==> src/rtl/axi_mux_rr_4.sv <==
// axi_mux_rr_4: packet-aware round-robin merge of four AXI-Stream sources
// onto one registered AXI-Stream output. A grant is held from the first
// beat of a packet through its tlast beat. m_axis_tuser carries the
// index of the source that produced each output beat.
module axi_mux_rr_4 #(
    parameter int DATA_WIDTH = 32
) (
    input  logic                  clk,
    input  logic                  sync_reset,
    input  logic [3:0]            port_enable,

    input  logic                  s0_axis_tvalid,
    input  logic [DATA_WIDTH-1:0] s0_axis_tdata,
    input  logic                  s0_axis_tlast,
    output logic                  s0_axis_tready,

    input  logic                  s1_axis_tvalid,
    input  logic [DATA_WIDTH-1:0] s1_axis_tdata,
    input  logic                  s1_axis_tlast,
    output logic                  s1_axis_tready,

    input  logic                  s2_axis_tvalid,
    input  logic [DATA_WIDTH-1:0] s2_axis_tdata,
    input  logic                  s2_axis_tlast,
    output logic                  s2_axis_tready,

    input  logic                  s3_axis_tvalid,
    input  logic [DATA_WIDTH-1:0] s3_axis_tdata,
    input  logic                  s3_axis_tlast,
    output logic                  s3_axis_tready,

    output logic                  m_axis_tvalid,
    output logic [DATA_WIDTH-1:0] m_axis_tdata,
    output logic                  m_axis_tlast,
    output logic [1:0]            m_axis_tuser,
    input  logic                  m_axis_tready,

    output logic                  busy
);

    typedef enum logic {
        ARB    = 1'b0,
        PACKET = 1'b1
    } state_t;

    state_t                  state;
    state_t                  state_nxt;
    logic [1:0]              grant;
    logic [1:0]              grant_nxt;
    logic [1:0]              last_grant;
    logic [1:0]              last_grant_nxt;

    logic [3:0]              s_tvalid;
    logic [3:0]              s_tlast;
    logic [3:0]              s_tready;
    logic [DATA_WIDTH-1:0]   s_tdata [4];
    logic [3:0]              req;

    logic                    adv;
    logic                    vld_p0;
    logic [DATA_WIDTH-1:0]   data_p0;
    logic                    last_p0;

    logic                    vld_p1;
    logic [DATA_WIDTH-1:0]   data_p1;
    logic                    last_p1;
    logic [1:0]              user_p1;

    // First requesting source after 'last', scanning last+1 .. last+4 mod 4.
    function automatic logic [1:0] rr_pick(input logic [3:0] r, input logic [1:0] last);
        logic [1:0] idx;
        logic [1:0] pick;
        logic       found;
        pick  = last;
        found = 1'b0;
        for (int i = 1; i <= 4; i++) begin
            idx = last + 2'(i);
            if (!found && r[idx]) begin
                pick  = idx;
                found = 1'b1;
            end
        end
        return pick;
    endfunction

    assign s_tvalid   = {s3_axis_tvalid, s2_axis_tvalid, s1_axis_tvalid, s0_axis_tvalid};
    assign s_tlast    = {s3_axis_tlast,  s2_axis_tlast,  s1_axis_tlast,  s0_axis_tlast};
    assign s_tdata[0] = s0_axis_tdata;
    assign s_tdata[1] = s1_axis_tdata;
    assign s_tdata[2] = s2_axis_tdata;
    assign s_tdata[3] = s3_axis_tdata;

    // Only enabled sources compete; the mask only matters while arbitrating.
    assign req = s_tvalid & port_enable;

    // Stage p0: beat accepted from the granted source when the output slot frees up
    assign adv     = ~vld_p1 | m_axis_tready;
    assign vld_p0  = (state == PACKET) & s_tvalid[grant] & adv;
    assign data_p0 = s_tdata[grant];
    assign last_p0 = s_tlast[grant];

    // Ready goes only to the granted source and never looks at source tvalid.
    always_comb begin
        s_tready = '0;
        if (state == PACKET) begin
            s_tready[grant] = adv;
        end
    end

    assign s0_axis_tready = s_tready[0];
    assign s1_axis_tready = s_tready[1];
    assign s2_axis_tready = s_tready[2];
    assign s3_axis_tready = s_tready[3];

    // Control registers: arbitration state, current grant and priority pointer.
    always_ff @(posedge clk) begin
        if (sync_reset) begin
            state      <= ARB;
            grant      <= 2'd0;
            last_grant <= 2'd3;
        end else begin
            state      <= state_nxt;
            grant      <= grant_nxt;
            last_grant <= last_grant_nxt;
        end
    end

    // Next-state logic: pick a winner in ARB, hold it until its tlast is accepted.
    always_comb begin
        state_nxt      = state;
        grant_nxt      = grant;
        last_grant_nxt = last_grant;
        case (state)
            ARB: begin
                if (req != 4'b0000) begin
                    grant_nxt = rr_pick(req, last_grant);
                    state_nxt = PACKET;
                end
            end
            PACKET: begin
                if (vld_p0 && last_p0) begin
                    last_grant_nxt = grant;
                    state_nxt      = ARB;
                end
            end
            default: state_nxt = ARB;
        endcase
    end

    // Stage p1: output register, loads on accept, drains when downstream takes the beat
    always_ff @(posedge clk) begin
        if (sync_reset) begin
            vld_p1  <= 1'b0;
            data_p1 <= '0;
            last_p1 <= 1'b0;
            user_p1 <= 2'd0;
        end else if (vld_p0) begin
            vld_p1  <= 1'b1;
            data_p1 <= data_p0;
            last_p1 <= last_p0;
            user_p1 <= grant;
        end else if (m_axis_tready) begin
            vld_p1  <= 1'b0;
        end
    end

    assign m_axis_tvalid = vld_p1;
    assign m_axis_tdata  = data_p1;
    assign m_axis_tlast  = last_p1;
    assign m_axis_tuser  = user_p1;
    assign busy          = (state == PACKET);

endmodule

==> config.mk <==
export PLATFORM = sky130hd
export DESIGN_NAME = axi_mux_rr_4
export DESIGN_NICKNAME = d
export VERILOG_FILES = /design/src/rtl/axi_mux_rr_4.sv
export SDC_FILE = /design/constraint.sdc
export NUM_CORES = 1
export LEC_CHECK = 0
export ABC_AREA = 0
export BUFFER_PORTS_ARGS = -buffer_cell sky130_fd_sc_hd__buf_2
export CAP_MARGIN = 20
export CELL_PAD_IN_SITES_DETAIL_PLACEMENT = 1
export CELL_PAD_IN_SITES_GLOBAL_PLACEMENT = 1
export CORE_UTILIZATION = 25
export CTS_CLUSTER_DIAMETER = 120
export DETAILED_ROUTE_END_ITERATION = 12
export HOLD_SLACK_MARGIN = 0.02
export PLACE_DENSITY_LB_ADDON = 0.1
export SETUP_SLACK_MARGIN = 0.5
export SYNTH_ARGS = -nofsm -noshare
export SYNTH_HDL_FRONTEND = slang
export SYNTH_SLANG_ARGS = --single-unit
==> constraint.sdc <==
create_clock -name clk -period 1.65 [get_ports clk]
set_input_delay 0.0825 -clock clk [delete_from_list [all_inputs] [get_ports clk]]
set_output_delay 0.0825 -clock clk [all_outputs]
set_load 0.01 [all_outputs]
==> results of run 1 <==
power by group:
part           internal, mW  switching (mW)  total [mW]
registers              1.08          0.0573        1.14
clock network         0.379           0.354       0.732
logic                 0.648           0.523        1.17
total                  2.11           0.934        3.04
worst min path at each step:
stage	start	end	slack [ns]
2_1_floorplan	port_enable[0]	grant[0]	0.30
3_3_place_gp	m_axis_tdata[19]	m_axis_tdata[19]	0.44
3_5_place_dp	m_axis_tdata[23]	m_axis_tdata[23]	0.45
4_1_cts	port_enable[0]	grant[0]	0.13
5_1_grt	port_enable[0]	grant[0]	0.18
6_report	port_enable[0]	grant[0]	0.14
final cells by class:
type / count / share of cell area, %
Timing Repair Buffer: 200 / 30.5
Tap cell: 129 / 4.25
Clock inverter: 1 / 0.132
Clock buffer: 7 / 2.54
Sequential cell: 41 / 21.9
Multi-Input combinational cell: 181 / 40.6
worst max-delay path: stages (launching register included):
cell	delay [ns]
dfxtp_4	0.36
mux4_2	0.59
nand4_1	0.28
buf_4	0.16
a21oi_1	0.05
state kept, by name (all words and copies together) (netlist names):
name	cells
m_axis_tlast	1
m_axis_tvalid	1
grant	2
busy	1
last_grant	2
m_axis_tuser	2
m_axis_tdata	32
Yosys cell counts:
cell type and count:
nand2b_1 1, nand4_1 1, nand2_1 73, nor3b_1 2, nand3_2 1, a31o_2 1, buf_4 3, nor3_1 4
buf_6 5, mux2i_1 1, and3b_1 1, clkbuf_1 9, a21boi_0 1, a22oi_1 2, buf_2 7, o32ai_1 1
dfxtp_1 41, a311oi_1 1, mux2_2 1, o21ai_0 4, and4_1 2, o311a_1 1, mux4_2 34, a21oi_1 41
nor2_1 6, and3_4 1
layer usage:
metal | GRT usage, % | wire length [um] | up-vias
met2 | 30.9 | 4500 | 91
met1 | 21.1 | 3690 | 1294
met5 | 0 | 0 | -
met3 | 3.26 | 424 | 4
li1 | - | - | 1267
met4 | 4.01 | 69 | 0
cell families after synthesis:
family	after synthesis	synth area share, %
muxes	36	32.4
buffers and inverters	24	6.07
AOI/OAI and AO/OA	52	11.7
DFF	41	33.8
and+or+nand+nor	92	16.1
timing repair:
item / 4_1_cts / 5_1_grt
hold buffers: 0 / 0
pin swaps: 4 / 3
gates cloned: 3 / 0
resized for setup: 14 / 6
setup buffers: 7 / 1
endpoints found under the setup margin: 44 / 45
==> flow_metrics.tcl, run 1 <==
set metrics [dict create \
    crit_fanout 6 \
    core-area_um2 9330 \
    grt_pass1_vias 2680 \
    gp_congestion 0.728 \
    grt.total_usage_pct 17.2 \
    dr.pass1.iters 4 \
    layout_common_cells "buf_2, nand2_1, a21oi_1, dfxtp_1, mux4_2" \
    synth_fp_nets 388 \
    ys_seq_area_share_pct 33.8 \
    cts.clk_slew.worst_paths_ns 0.08 \
    synth_top_area_cell "dfxtp_1" \
    rrSetupSlack_ns 0.10 \
    regToRegEndpoint "last_grant[1]" \
    via_per_inst 4.75 \
    die-area_um2 10100 \
    finClkSkew_ns 0.00403 \
    worstHoldPathType "input pin to flip-flop" \
    io_buffer_count 183 \
    num_io_pins 184 \
    multiInputGateArea_um2 1540 \
    antenna_found_initial 0 \
    num_rows 35 \
    syn2layout_area_growth_pct 56.2 \
    die_y_um 101 \
    dp_hpwl_um 6350 \
    cap_violations 0 \
    worst-slew-pin-transition_ns 0.524 \
    final_cell_area_um2 3800 \
    rr_worst_depth 4 \
    cp_data_required_time_ns 1.83 \
    die_x_um 101 \
    vias 2656 \
    end_kind "flip-flop" \
    clk_latency_ns 0.29 \
    timing.slew.headroom_pct 65.0 \
    cts_max_level 2 \
    crit_path_start_kind "flip-flop" \
    netlist_top_cells_area "dfxtp_1, mux4_2, nand2_1, a21oi_1, buf_6" \
    dp_slack_ns 0.0550 \
    finalNonFillerCells 559 \
    finalHoldViolCount 0 \
    first_iter_violations 34 \
    final_core_util_pct 40.7 \
    setup_viol 0 \
    root_buffer "clkbuf_8" \
    antennaDiodeCount 0 \
    antenna_left 0 \
    dp.cells 540 \
    cts_buffers 5 \
    yosysTopAreaCellShare_pct 33.8 \
    grt-ovfl-total 0 \
    clock_sinks 41 \
    fmax_mhz 645 \
    p_leak_nw 1.70 \
    synth_area_um2 2430 \
    yosys_warnings 0 \
    cp.arrival_ns 1.73 \
    grt_max_degree 25 \
    mostFrequentLayoutCell "buf_2" \
    r2r-start "grant[1]" \
    clockBufferDepth 2 \
    min_period_over_period_pct 93.9 \
    tritoncts "done" \
    setup.worst_path.start "grant[1]" \
    nNetsFinal 572 \
    outcome "finished clean" \
    netlist_instances 245 \
    fillers 1168 \
    setup_ws_ns 0.100 \
    total_power_mw 3.04 \
    post_drt_wl_per_cell_um 15.5 \
    postSynthAreaPerCell_um2 9.92 \
    routed_wl_um 8680 \
    fin_crit_ns 1.55 \
    finalMaxSlewViolations 0 \
    rsz0062_at_grt "true" \
    place_area_um2 3500 \
    drive_gt1_share_pct 60.5 \
    cellPowerDensity_nw_per_um2 801 \
    crit_end "last_grant[1]" \
    grt_pass1_wl_um 13400 \
    peakVddDrop_uv 412 \
    crit_type "flip-flop to flip-flop" \
    finalSetupTns_ns 0 \
    initial_core_util_pct 26.1 \
    regArea_um2 833 \
    ys_ff_latch 41 \
    hold_ws_ns 0.136 \
    whs_path_depth 4 \
    synth_cell_types 26 \
    post-route-drc-count 0 \
]
(Power assumes the default switching activity.)
==> inputs of run 2 (changes only) <==
Settings changed: CORE_UTILIZATION 25 to 30, PLACE_DENSITY from default to 0.84, PLACE_DENSITY_LB_ADDON 0.1 to default.
Clock period 1.65 ns to 1.8 ns, I/O delays scaled along.
==> run 2 against run 1 <==
Effect of this change: non-clock buffer count increased by 1; critical path depth rose by 1; sequential share of layout area increased by 0.064 points; die area shrank 16%; design area decreased by 0.89%; register-to-register slack improved by 0.13 ns; routed wire length rose by 1.1%.
==> flow_metrics.tcl, run 2 (synthesis results as in run 1) <==
set metrics [dict create \
    peakVddDrop_uv 381 \
    cts_buffers 5 \
    initial_core_util_pct 31.3 \
    num_rows 32 \
    largest_reg_flops 32 \
    regArea_um2 828 \
    mostFrequentLayoutCell "buf_2" \
    routed_wl_um 8780 \
    seqPwrFrac_pct 38.0 \
    power_frac_clock_pct 22.0 \
    layout_common_cells "buf_2, nand2_1, a21oi_1, dfxtp_1, mux4_2" \
    antennaDiodeCount 0 \
    p_leak_nw 1.70 \
    antenna_found_initial 0 \
    timing.slew.headroom_pct 47.7 \
    worstHoldPathType "input pin to flip-flop" \
    post_drt_wl_per_cell_um 16.5 \
    gp_congestion 0.853 \
    critPathMaxStageDelay_ns 0.57 \
    die_y_um 92.0 \
    drive_gt1_share_pct 59.2 \
    switchingPower_mw 0.858 \
    io_buffer_count 183 \
    grt_pass1_wl_um 13600 \
    cap_violations 0 \
    first_iter_violations 51 \
    num_io_pins 184 \
    clock_sinks 41 \
    finClkSkew_ns 0.0186 \
    grt_pass1_vias 2856 \
    cts.clk_slew.worst_paths_ns 0.09 \
    cp_slowest_cell "mux4_2" \
    fin_crit_ns 1.57 \
    fillers 970 \
    antenna_left 0 \
    cp_cell_sequence "mux4_2, nand3_2, buf_12, nand2_1, a21oi_1" \
    grt-ovfl-total 0 \
    finalMaxSlewViolations 0 \
    sw_frac_of_total_pct 31.2 \
    dr.pass1.iters 4 \
    finalSetupTns_ns 0 \
    multiInputGateArea_um2 1500 \
    root_buffer "clkbuf_8" \
    rsz0062_at_grt "true" \
    nNetsFinal 573 \
    tritoncts "done" \
    die_x_um 92.0 \
    hold_ws_ns 0.127 \
    grt.total_usage_pct 20.6 \
    finalHoldViolCount 0 \
    cp.arrival_ns 1.78 \
    core-area_um2 7770 \
    min_period_over_period_pct 87.0 \
    worst-slew-pin-transition_ns 0.784 \
    power_frac_comb_pct 40.0 \
    cts_max_level 2 \
    fmax_mhz 639 \
    holdBufCountCts 0 \
    clk_latency_ns 0.30 \
    crit_fanout 20 \
    crit_type "flip-flop to flip-flop" \
    grt_max_degree 44 \
    cp_data_required_time_ns 2.01 \
    crit_path_start_kind "flip-flop" \
    p_int_mw 1.89 \
    setup_viol 0 \
    clockBufferDepth 2 \
    outcome "finished clean" \
    syn2layout_area_growth_pct 54.8 \
    cellPowerDensity_nw_per_um2 731 \
    post-route-drc-count 0 \
    die-area_um2 8470 \
    via_per_inst 5.10 \
    dp_hpwl_um 6570 \
    vias 2718 \
    end_kind "flip-flop" \
]
## run 2: final cells by class
cell class                      instances  area share, %
Sequential cell                        41           22.0
Multi-Input combinational cell        181           39.7
Clock inverter                          2          0.399
Timing Repair Buffer                  201           32.5
Clock buffer                            6           1.93
Tap cell                              102           3.39
## run 2: worst max-delay path: cells and delay by family (launching register included)
family,cells,cell delay [ns]
buffers and inverters,1,0.16
and+or+nand+nor,2,0.23
muxes,1,0.57
DFF,1,0.35
AOI/OAI and AO/OA,1,0.15
## run 2: power by group through the flow
stage	registers (mW)	clock network (mW)	logic, mW
2_1_floorplan	1.08	0	0.583
3_3_place_gp	1.06	0	0.883
3_5_place_dp	1.06	0	0.911
4_1_cts	1.05	0.620	1.07
5_1_grt	1.06	0.665	1.19
6_report	1.05	0.604	1.10
## run 2: what timing repair did
item	in CTS	in global routing
gates cloned	3	1
pin swaps	1	2
setup buffers	6	2
endpoints found under the setup margin	42	43
resized for setup	21	5
## run 2: per-stage QoR
step	cell area, um2	worst slack, ns	instances	utilization, %	power (mW)
6_report	3760	0.235	533	48.5	2.75
5_1_grt	3760	0.160	533	48.5	2.92
4_1_cts	3700	0.243	530	47.6	2.74
3_5_place_dp	3380	0.177	513	43.5	1.97
3_3_place_gp	3380	0.249	513	43.5	1.94
2_1_floorplan	2430	0.204	245	-	1.66
## run 2: final timing paths
check	from	end	slack (ns)	cells after the start
worst max-delay path	grant[1]	m_axis_tdata[20]	0.23	5
worst min-delay path	port_enable[0]	grant[0]	0.13	4
worst max register to register	grant[1]	m_axis_tdata[20]	0.23	5
worst min register to register	m_axis_tdata[26]	m_axis_tdata[26]	0.46	2
## run 2: routing by layer
layer	wire length [um]	GRT usage, %	up-vias
met5	0	0	-
met4	175	6.38	0
met3	510	3.81	12
met2	4860	40.9	106
met1	3230	21.6	1329
li1	-	-	1271
==> inputs of run 3 (changes only) <==
Settings changed: ABC_AREA 0 to 1, CORE_UTILIZATION 30 to 27, PLACE_DENSITY 0.84 to 0.83.
==> run 3 against run 2 <==
Effect of this change: sequential power up 12%; sequential cell count did not move; global-route usage grew 5.1 points; routed wire length up 39%; sequential share of layout area shrank 2.4 points; non-clock buffer count grew 27; hold slack got worse by 0.096 ns; design area up 13%; power is 46% higher; largest power group unchanged; setup slack better by 0.025 ns; critical path depth grew 5; highest routed layer unchanged; count of clock-buffer cells in the layout unchanged.
==> flow_metrics.tcl, run 3 <==
set metrics [dict create \
    outcome "finished clean" \
    dp_hpwl_um 7580 \
    synth_fp_nets 495 \
    fmax_mhz 649 \
    synthArstFlopShare_pct 0 \
    vias 3520 \
    min_period_over_period_pct 85.6 \
    synth_top_area_cell "dfxtp_1" \
    die-area_um2 9060 \
    mostFrequentLayoutCell "buf_2" \
    gp_congestion 0.806 \
    fin_crit_ns 1.54 \
    antenna_found_initial 0 \
    yosysMostFrequentCell "nand2_1" \
    yosysTopAreaCellShare_pct 35.0 \
    first_iter_violations 75 \
    synth_flop_cell "dfxtp_1" \
    crit_type "flip-flop to flip-flop" \
    antennaDiodeCount 0 \
    root_buffer "clkbuf_8" \
    die_x_um 95.2 \
    synth_compound_area_share_pct 35.2 \
    rr_worst_depth 10 \
    holdBufCountCts 0 \
    num_io_pins 184 \
    cap_violations 0 \
    dp.cells 626 \
    cts.clk_slew.worst_paths_ns 0.09 \
    regToRegEndpoint "busy" \
    path_buf_inv 3 \
    netlist_top_cells_area "dfxtp_1, nand2_1, a21oi_1, a22oi_1, o21ai_1" \
    cellPowerDensity_nw_per_um2 943 \
    antenna_left 0 \
    ys_ff_latch 41 \
    p_leak_nw 2.12 \
    synth_xor_area_share_pct 0.374 \
    via_per_inst 5.26 \
    largest_reg_flops 32 \
    cp_data_required_time_ns 2.01 \
    ys_seq_area_share_pct 35.0 \
    routed_wl_um 12200 \
    clk_latency_ns 0.31 \
    io_buffer_count 183 \
    setup.worst_path.start "grant[0]" \
    rrSetupSlack_ns 0.26 \
    timing.slew.headroom_pct 75.0 \
    drive_gt1_share_pct 57.3 \
    cts_buffers 5 \
    synthTopCellsByCount "nand2_1, a21oi_1, dfxtp_1" \
    cp.arrival_ns 1.75 \
    grt-ovfl-total 0 \
    critPathMaxStageDelay_ns 0.45 \
    grt_max_degree 22 \
    r2r-start "grant[0]" \
    core-area_um2 8300 \
    cp_slowest_cell "dfxtp_4" \
    finClkSkew_ns 0.0109 \
    post-route-drc-count 0 \
    grt_pass1_vias 3719 \
    rsz0062_at_grt "true" \
    finalNonFillerCells 669 \
    crit_family "simple AND/OR/NAND/NOR gates" \
    postSynthAreaPerCell_um2 6.66 \
    finalHoldViolCount 0 \
    grt.total_usage_pct 25.8 \
    layout_common_cells "buf_2, nand2_1, a21oi_1, dfxtp_1, a22oi_1" \
    finalSetupTns_ns 0 \
    grt_pass1_wl_um 17900 \
    clock_sinks 41 \
    yosys_warnings 0 \
    peakVddDrop_uv 352 \
    post_drt_wl_per_cell_um 18.3 \
    cts_max_level 2 \
    worst-slew-pin-transition_ns 0.375 \
    cp_cell_sequence "inv_8, nand2_8, inv_4, a22oi_2, nand2_1, nand2_2, inv_6, nand2_2, nand2_1, a21oi_1" \
    synth_cell_types 22 \
    initial_core_util_pct 28.2 \
    synth_area_um2 2340 \
    num_rows 33 \
    syn2layout_area_growth_pct 82.2 \
    synth_edf_count 0 \
    synth-simple-area-share_pct 21.2 \
    crit_path_start_kind "flip-flop" \
    tritoncts "done" \
    finalMaxSlewViolations 0 \
    dr.pass1.iters 4 \
    worstHoldPathType "input pin to flip-flop" \
    clockBufferDepth 2 \
    crit_fanout 6 \
    end_kind "flip-flop" \
    crit_end "busy" \
    synthMuxAreaShare_pct 0 \
    synth_top_family_by_area "compound AO/OA/AOI/OAI gates" \
    setup_viol 0 \
    netlist_instances 352 \
    synthAdderAreaFrac_pct 0 \
    die_y_um 95.2 \
    nNetsFinal 706 \
    worst-path-stages 10 \
]
## run 3: cell types whose count changed after synthesis, moves of 12 or more
cell,previous run,this run
nand3_1,0,12
a21oi_1,41,72
mux4_2,34,0
o21ai_1,0,34
nand2_1,73,100
a22oi_1,2,34
## run 3: worst min path at each step
stage                     from             to  cells after the start  slack [ns]
detailed placement  sync_reset           busy                      2        0.35
CTS                 sync_reset       grant[1]                      2        0.03
finish              sync_reset  m_axis_tvalid                      2        0.03
floorplan           sync_reset           busy                      1        0.16
global route        sync_reset  m_axis_tvalid                      2        0.03
global placement    sync_reset   m_axis_tlast                      2        0.35
## run 3: power breakdown
group | switching [mW] | internal (mW) | total, mW
clock network | 0.363 | 0.452 | 0.814
logic | 1.12 | 0.916 | 2.04
registers | 0.129 | 1.05 | 1.18
## run 3: through the flow
stage          hold WS [ns]  util, %  instance area [um2]  setup WS [ns]  power, mW
3_3_place_gp          0.347     40.5                 3360          0.148       2.48
4_1_cts              0.0283     48.8                 4050          0.372       3.78
6_report             0.0310     51.5                 4270          0.259       4.03
3_5_place_dp          0.354     40.5                 3360         0.0145       2.54
2_1_floorplan         0.159        -                 2370          0.511       2.03
5_1_grt              0.0335     51.5                 4270          0.198       4.27
## run 3: kinds of logic (layout without fill, tap and decap cells)
group	after synthesis	after routing
and+or+nand+nor	125	125
buffers and inverters	40	252
xor gates and xnor gates	1	1
AOI/OAI and AO/OA	145	145
DFF	41	41
## run 3: layer usage
layer | wire (um) | vias to the layer above | GRT usage [%]
met5 | 0 | - | 0
met4 | 509 | 0 | 11.6
met3 | 522 | 41 | 3.67
met2 | 6420 | 146 | 47.5
met1 | 4780 | 1682 | 29.0
li1 | - | 1651 | -
## run 3: final cells by class
cell class                 count  area, um2
fill                        1082       4030
multi-input combinational    271       1640
timing repair buffer         228       1450
sequential                    41        838
tap                          105        131
inverter                      16       85.1
clock buffer                   6       82.6
clock inverter                 2       37.5
## run 3: worst register-to-register path, cell delays in order (launching register included)
cell and delay, ns:
dfxtp_4 0.45, inv_8 0.07, nand2_8 0.07, inv_4 0.04, a22oi_2 0.13, nand2_1 0.09, nand2_2 0.11, inv_6 0.07
nand2_2 0.13, nand2_1 0.08, a21oi_1 0.21
## run 3: what timing repair did
action	in CTS	in global routing
gates cloned	4	1
resized for setup	92	31
pin swaps	15	16
endpoints found under the setup margin	45	45
setup buffers	20	10
